<file path="src/rtl/flash_sample_streamer.sv">
// flash_sample_streamer: fetches 32-bit words from Avalon-MM flash and
// plays them out as SAMPLE_W-bit lanes, one lane per audio sample tick.
module flash_sample_streamer #(
   parameter int                ADDR_W     = 23,
   parameter int                SAMPLE_W   = 8,
   parameter logic [ADDR_W-1:0] START_ADDR = '0,
   parameter logic [ADDR_W-1:0] END_ADDR   = 23'h7FFFF
) (
   input  logic                inclk,
   input  logic                reset_n,
   input  logic                play,
   input  logic                direction,
   input  logic                loop,
   input  logic                restart,
   input  logic                sample_tick,
   output logic                flash_mem_read,
   output logic [ADDR_W-1:0]   flash_mem_address,
   output logic [3:0]          flash_mem_byteenable,
   input  logic                flash_mem_waitrequest,
   input  logic                flash_mem_readdatavalid,
   input  logic [31:0]         flash_mem_readdata,
   output logic [SAMPLE_W-1:0] audio_data,
   output logic                sample_valid,
   output logic                end_reached,
   output logic                underrun,
   output logic                busy
);

   localparam int N = 32 / SAMPLE_W;
   localparam int IDX_W = $clog2(N);
   localparam logic [IDX_W-1:0] IDX_FIRST = '0;
   localparam logic [IDX_W-1:0] IDX_LAST = IDX_W'(N - 1);
   localparam logic [IDX_W-1:0] IDX_ONE = IDX_W'(1);
   localparam logic [ADDR_W-1:0] ADDR_ONE = ADDR_W'(1);

   typedef enum logic [2:0] {
      IDLE,
      REQ,
      WAIT,
      PLAY,
      NEXT
   } state_t;

   state_t              state;
   state_t              state_nx;
   logic [ADDR_W-1:0]   addr;
   logic [ADDR_W-1:0]   addr_nx;
   logic [31:0]         word_buf;
   logic [IDX_W-1:0]    idx;
   logic [IDX_W-1:0]    idx_nx;
   logic                dir_r;
   logic                dir_nx;
   logic                rst_pend;
   logic                rst_pend_nx;
   logic [SAMPLE_W-1:0] audio_nx;
   logic                valid_nx;
   logic                end_nx;
   logic                under_nx;
   logic                load_word;
   logic [SAMPLE_W-1:0] lanes [N];

   for (genvar k = 0; k < N; k++) begin : g_lane
      assign lanes[k] = word_buf[k*SAMPLE_W +: SAMPLE_W];
   end

   assign flash_mem_read       = (state == REQ);
   assign flash_mem_address    = addr;
   assign flash_mem_byteenable = 4'hF;
   assign busy                 = (state != IDLE);

   always_ff @(posedge inclk or negedge reset_n) begin
      if (!reset_n) begin
         state        <= IDLE;
         addr         <= START_ADDR;
         word_buf     <= '0;
         idx          <= '0;
         dir_r        <= 1'b0;
         rst_pend     <= 1'b0;
         audio_data   <= '0;
         sample_valid <= 1'b0;
         end_reached  <= 1'b0;
         underrun     <= 1'b0;
      end else begin
         state        <= state_nx;
         addr         <= addr_nx;
         idx          <= idx_nx;
         dir_r        <= dir_nx;
         rst_pend     <= rst_pend_nx;
         audio_data   <= audio_nx;
         sample_valid <= valid_nx;
         end_reached  <= end_nx;
         underrun     <= under_nx;
         if (load_word) begin
            word_buf <= flash_mem_readdata;
         end
      end
   end

   always_comb begin
      state_nx    = state;
      addr_nx     = addr;
      idx_nx      = idx;
      dir_nx      = dir_r;
      rst_pend_nx = rst_pend;
      audio_nx    = audio_data;
      valid_nx    = 1'b0;
      end_nx      = 1'b0;
      under_nx    = 1'b0;
      load_word   = 1'b0;
      if (state != IDLE && restart) begin
         rst_pend_nx = 1'b1;
      end
      unique case (state)
         IDLE: begin
            if (restart) begin
               addr_nx = direction ? END_ADDR : START_ADDR;
            end
            if (play) begin
               state_nx = REQ;
            end
         end
         REQ: begin
            under_nx = sample_tick & play;
            if (!flash_mem_waitrequest) begin
               state_nx = WAIT;
            end
         end
         WAIT: begin
            under_nx = sample_tick & play;
            if (flash_mem_readdatavalid) begin
               load_word = 1'b1;
               dir_nx    = direction;
               idx_nx    = direction ? IDX_LAST : IDX_FIRST;
               state_nx  = PLAY;
            end
         end
         PLAY: begin
            if (sample_tick) begin
               audio_nx = lanes[idx];
               valid_nx = 1'b1;
               if (idx == (dir_r ? IDX_FIRST : IDX_LAST)) begin
                  state_nx = NEXT;
               end else begin
                  idx_nx = dir_r ? idx - IDX_ONE : idx + IDX_ONE;
               end
            end
         end
         NEXT: begin
            rst_pend_nx = 1'b0;
            state_nx    = play ? REQ : IDLE;
            // a restart arriving in NEXT itself is honoured immediately
            if (rst_pend || restart) begin
               addr_nx = direction ? END_ADDR : START_ADDR;
            end else if (!direction && addr == END_ADDR) begin
               addr_nx = START_ADDR;
               if (!loop) begin
                  end_nx   = 1'b1;
                  state_nx = IDLE;
               end
            end else if (direction && addr == START_ADDR) begin
               addr_nx = END_ADDR;
               if (!loop) begin
                  end_nx   = 1'b1;
                  state_nx = IDLE;
               end
            end else begin
               addr_nx = direction ? addr - ADDR_ONE : addr + ADDR_ONE;
            end
         end
         default: state_nx = IDLE;
      endcase
   end

endmodule

</file>
<file path="config.mk">
export PLATFORM = sky130hd
export DESIGN_NAME = flash_sample_streamer
export DESIGN_NICKNAME = d
export VERILOG_FILES = /design/src/rtl/flash_sample_streamer.sv
export SDC_FILE = /design/constraint.sdc
export NUM_CORES = 1
export LEC_CHECK = 0
export BUFFER_PORTS_ARGS = -buffer_cell sky130_fd_sc_hd__buf_2
export CAP_MARGIN = 20
export CORE_AREA = 2 2 115 117
export CTS_CLUSTER_SIZE = 8
export DETAILED_ROUTE_END_ITERATION = 12
export DIE_AREA = 0 0 117 119
export HOLD_SLACK_MARGIN = 0.08
export MAX_ROUTING_LAYER = met4
export PLACE_DENSITY_LB_ADDON = 0.05
export SLEW_MARGIN = 20
export SYNTH_ARGS = -nofsm -noshare
export SYNTH_HDL_FRONTEND = slang
export SYNTH_SLANG_ARGS = --single-unit
</file>
<file path="constraint.sdc">
create_clock -name inclk -period 5.85 [get_ports inclk]
set_clock_uncertainty 0.2 [all_clocks]
set_input_delay 0.585 -clock inclk [delete_from_list [all_inputs] [get_ports inclk]]
set_output_delay 0.585 -clock inclk [all_outputs]
set_load 0.005 [all_outputs]
</file>
==> results.tsv, run 1 <==
metric	value	unit
n_antenna_cell	0	
total_power	2.88	mW
cts_buffers	9	
tns	0	ns
grt_pass1_wl	17.6	mm
vdd_ir_drop_max	0.171	mV
final_cells	659	
first_global_vias	3420	
area_growth	19.9	%
coreArea	12900	um2
clock_latency	0.34	ns
clkTransAtPathRegs	0.06	ns
crit_slowest_cell	buf_2	
grt_use_total	0.168	
drtIter0Drc	117	
drive_gt1_frac	0.319	
setup_ws	2.66	ns
path_cells	buf_2 -> ha_1 -> a211o_1 -> a211o_1 -> a31oi_1 -> o21ai_1 -> a41oi_1 -> xnor2_1 -> a22o_1	
place_inst	643	
fmax	314	MHz
seqPwrFrac	0.346	
initial_utilization	0.337	
worstSetupPathType	primary input to register	
synth_edf_count	0	
place_area	4890	um2
cp.arrival	3.22	ns
viasPerCell	5.20	
clk_path_buf_depth	2	
cts_setup_buffers	0	
cpMostUsedCell	a211o_1	
dieWidth	117	um
path_max_fanout	30	
period_minus_slack	3.19	ns
ys_seq_elements	73	
worstSetupEndpointType	register	
cp_top_family	compound AO/OA/AOI/OAI gates	
ys_warn_count	0	
timing_hold_violations_final	0	
p_leak	2.30	nW
worstHoldPathType	primary input to async pin	
post-route-drc-count	0	
pre_cts_slack	2.36	ns
maxSlewHeadroom	0.364	
async_flop_share	1.00	
globalplace.congestion	0.840	
min_period_over_period	0.545	
final_cell_mix	75 x buf_2, 73 x dfrtp_1, 40 x mux2_2	
whs	0.158	ns
status	completed	
dr.pass1.iters	4	
r2r_slack	2.96	ns
cp-start-kind	primary input	
p_sw_frac	0.391	
syn_area	4340	um2
slew_violations	0	
root_buffer	clkbuf_16	
wl	10.9	mm
numPortBuffers	76	
dieArea	13900	um2
cts_htree_levels	3	
rsz0062_at_grt	false	
cts_tree	done	
grt_max_degree	74	
clock-sinks	73	
row_count	42	
antenna_found_initial	0	
worstMarginPinSlew	0.954	ns
power_switching	1.12	mW
grt_remaining_overflow	0	
max_stage_delay	0.52	ns
synth_cells	404	
ant_nets	0	
avgSynthCellArea	10.7	um2
p_clk_frac	0.202	
critPathBufInv	1	
ys_seq_area_frac	0.421	
synth-main-ff-cell	dfrtp_1	
via_count	3430	
cts-resized-gates	0	
required	5.88	ns
setup_viol	0	
final_core_util	0.404	
nets	541	
power_density	553	nW/um2
post-route-cell-area	5200	um2
dpl.hpwl	7.74	mm
layout_commonest_cell	buf_2	
yosys.cell_types.count	59	
drv_cap	0	
combinationalPowerShare	0.452	
p_int	1.75	mW
die_h	119	um
wire_per_inst	16.6	um
cts_hold_buf	0	
num_io_pins	81	
-- layer usage --
metal / track usage / vias to the layer above / routed length (um)
li1: - / 1668 / -
met1: 0.205 / 1679 / 4890
met2: 0.274 / 70 / 5360
met3: 0.0433 / 13 / 493
met4: 0.0500 / 0 / 168
met5: - / - / 0
-- path summary, 6_finish.rpt --
| check | endpoint | startpoint | cells past startpoint |
|---|---|---|---|
| worst max-delay path | flash_mem_address[21] | direction | 9 |
| worst min-delay path | flash_mem_address[16] | reset_n | 1 |
| worst max register to register | flash_mem_address[18] | flash_mem_address[0] | 8 |
| worst min register to register | word_buf[26] | word_buf[26] | 1 |
| max in group asynchronous | state[0] | reset_n | 1 |
| min in group inclk | state[1] | flash_mem_waitrequest | 2 |
-- final cells by class --
cell class	count	area [um2]
Fill cell	1300	7670
Tap cell	176	220
Clock buffer	9	225
Inverter	6	22.5
Sequential cell	73	1830
Timing Repair Buffer	78	398
Clock inverter	7	85.1
Multi-Input combinational cell	310	2430
-- cells in the mapped netlist, types with 7 or more instances --
master	count	share of area
dfrtp_1	73	0.42
nand2_1	20	0.017
mux2_2	40	0.10
xnor2_1	12	0.024
mux4_2	8	0.042
nor2_1	20	0.017
a21oi_1	38	0.044
o21a_1	8	0.014
ha_1	21	0.061
xor2_1	9	0.018
o21ai_0	28	0.032
and3_1	7	0.010
clkbuf_1	11	0.0095
a21o_1	12	0.021
-- cell families (layout without fill, tap and decap cells) --
logic type	Yosys count	after routing	share of synthesized area
mux	49	49	0.148
fa+ha+maj	22	22	0.0651
buf+inv	24	100	0.0242
flops	73	73	0.421
other cells	1	4	0.000864
simple gates	88	88	0.111
xor+xnor	21	21	0.0424
compound gates	126	126	0.188
-- worst register-to-register path: cells and delay by family, from the launching register on --
family                     cells  cell delay, ns
xor gates and xnor gates       1            0.17
DFF                            1            0.49
adders and majority gates      1            0.49
AOI/OAI and AO/OA              6            1.38
-- power groups by stage --
stage	clock network [mW]	registers, mW	logic, mW
detailed placement	0	1.01	1.30
CTS	0.605	1.00	1.31
floorplan	0	0.902	1.02
global route	0.620	1.04	1.46
finish	0.581	0.996	1.30
global placement	0	1.00	1.31
-- state kept, by name, summed over array words and instances, names as in the netlist --
name / cells
word_buf: 32
dir_r: 1
audio_data: 8
idx: 2
sample_valid: 1
underrun: 1
end_reached: 1
flash_mem_address: 23
rst_pend: 1
state: 3
No activity file was read; power rests on OpenSTA's default activity.
==> inputs of run 2 (changes only) <==
==> constraint.sdc (replaced) <==
create_clock -name inclk -period 3.3 [get_ports inclk]
set_clock_uncertainty 0.2 [all_clocks]
set_input_delay 0.33 -clock inclk [delete_from_list [all_inputs] [get_ports inclk]]
set_output_delay 0.33 -clock inclk [all_outputs]
set_load 0.005 [all_outputs]
==> run 2 against run 1 <==
  * Setup slack got worse by 2.2 ns
  * Combinational power rose by 83%
  * Critical path type is now register to register
  * Final area rose by 7.9%
  * Largest power group unchanged
  * Routed wire length rose by 3.4%
  * Highest routed layer unchanged
==> results.tsv, run 2 (synthesis gave the netlist of run 1 again) <==
metric	value	unit	change
status	completed		unchanged
worstMarginPinSlew	0.955	ns	was 0.954 ns
worstSetupEndpointType	register		unchanged
wire_per_inst	16.1	um	was 16.6 um
cts_htree_levels	3		unchanged
min_period_over_period	0.860		
fmax	352	MHz	
timing_hold_violations_final	0		unchanged
whs	0.131	ns	was 0.158 ns
rsz0062_at_grt	false		unchanged
p_leak	2.49	nW	was 2.30 nW
vdd_ir_drop_max	0.286	mV	was 0.171 mV
pre_cts_slack	0.361	ns	was 2.36 ns
power_density	920	nW/um2	was 553 nW/um2
area_growth	29.3	%	was 19.9%
clock_latency	0.34	ns	about the same
cts_setup_buffers	0		unchanged
layout_commonest_cell	buf_2		unchanged
cp-start-kind	register		was primary input
place_area	4940	um2	was 4890 um2
post-route-cell-area	5610	um2	was 5200 um2
grt_max_degree	74		unchanged
setup_viol	0		unchanged
cts_tree	done		unchanged
final_cells	701		was 659
grt_pass1_wl	18.6	mm	was 17.6 mm
clock-sinks	73		unchanged
dpl.hpwl	7.95	mm	was 7.74 mm
regMostFlops	word_buf		unchanged
final_cell_mix	75 x buf_2, 73 x dfrtp_1, 40 x mux2_2		unchanged
setup_ws	0.462	ns	was 2.66 ns
worstSetupPathType	register to register		was primary input to register
antenna_found_initial	0		unchanged
largest_register_ffs	32		unchanged
globalplace.congestion	0.847		was 0.840
wl	11.3	mm	was 10.9 mm
n_antenna_cell	0		unchanged
via_count	3572		was 3430
nets	583		was 541
num_io_pins	81		unchanged
clkTransAtPathRegs	0.06	ns	about the same
post-route-drc-count	0		unchanged
initial_utilization	0.337		unchanged
root_buffer	clkbuf_16		unchanged
maxSlewHeadroom	0.363		was 0.364
cp.arrival	2.82	ns	was 3.22 ns
final_core_util	0.436		was 0.404
required	3.29	ns	was 5.88 ns
period_minus_slack	2.84	ns	
drv_cap	0		unchanged
ant_nets	0		unchanged
dieWidth	117	um	unchanged
die_h	119	um	unchanged
dieArea	13900	um2	unchanged
row_count	42		unchanged
tns	0	ns	unchanged
worstHoldPathType	primary input to register		was primary input to async pin
dr.pass1.iters	6		was 4
drive_gt1_frac	0.305		was 0.319
fill_cells	1280		was 1300
clk_path_buf_depth	2		unchanged
coreArea	12900	um2	unchanged
first_global_vias	3597		was 3420
grt_use_total	0.178		was 0.168
drtIter0Drc	104		was 117
grt_remaining_overflow	0		unchanged
total_power	5.16	mW	was 2.88 mW
path_max_fanout	8		was 30
viasPerCell	5.10		was 5.20
slew_violations	0		unchanged
place_inst	649		was 643
cts_buffers	9		unchanged
numPortBuffers	76		unchanged
==> run 2: cell types whose count changed in the layout (fill, tap and decap cells not counted) <==
cell | previous run | this run
dlygate4sd3_1 | 0 | 36
buf_4 | 3 | 9
clkbuf_8 | 0 | 2
inv_8 | 2 | 0
clkinv_4 | 0 | 1
inv_6 | 2 | 1
==> run 2: power breakdown <==
group / total (mW) / internal [mW] / switching, mW
sequential: 1.75 / 1.31 / 0.434
combinational: 2.38 / 1.24 / 1.14
clock: 1.03 / 0.631 / 0.403
==> run 2: final cells by class <==
type	count	area (um2)	share of cell area
multi-input combinational	310	2430	0.432
sequential	73	1830	0.325
tap	176	220	0.0392
timing repair buffer	120	803	0.143
clock buffer	11	253	0.0450
clock inverter	5	62.6	0.0111
inverter	6	22.5	0.00401
==> run 2: worst max-delay path, cell delays in order (launching register included) <==
cell,delay (ns)
dfrtp_1,0.47
fa_1,0.48
a211oi_1,0.32
o21ai_0,0.20
a21oi_1,0.31
o21ai_0,0.21
a21boi_0,0.24
xor2_1,0.18
a21oi_1,0.08
==> run 2: worst paths after layout <==
path	from	end	slack, ns	depth (start not counted)
worst max-delay path	flash_mem_address[0]	flash_mem_address[18]	0.46	8
worst min-delay path	restart	rst_pend	0.13	3
worst max register to register	flash_mem_address[0]	flash_mem_address[18]	0.46	8
worst min register to register	word_buf[10]	word_buf[10]	0.30	1
max in group asynchronous	reset_n	word_buf[20]	1.79	2
min in group asynchronous	reset_n	flash_mem_address[6]	0.46	2
==> run 2: layer usage <==
metal,global-route usage,wire [um]
met3,0.0351,397
met1,0.220,5090
met2,0.285,5590
met4,0.0684,207
met5,-,0
==> run 2: timing repair <==
action                                 in CTS  in global routing
endpoints found under the hold margin     107                  0
hold buffers                               36                  0
resized for setup                           0                  0
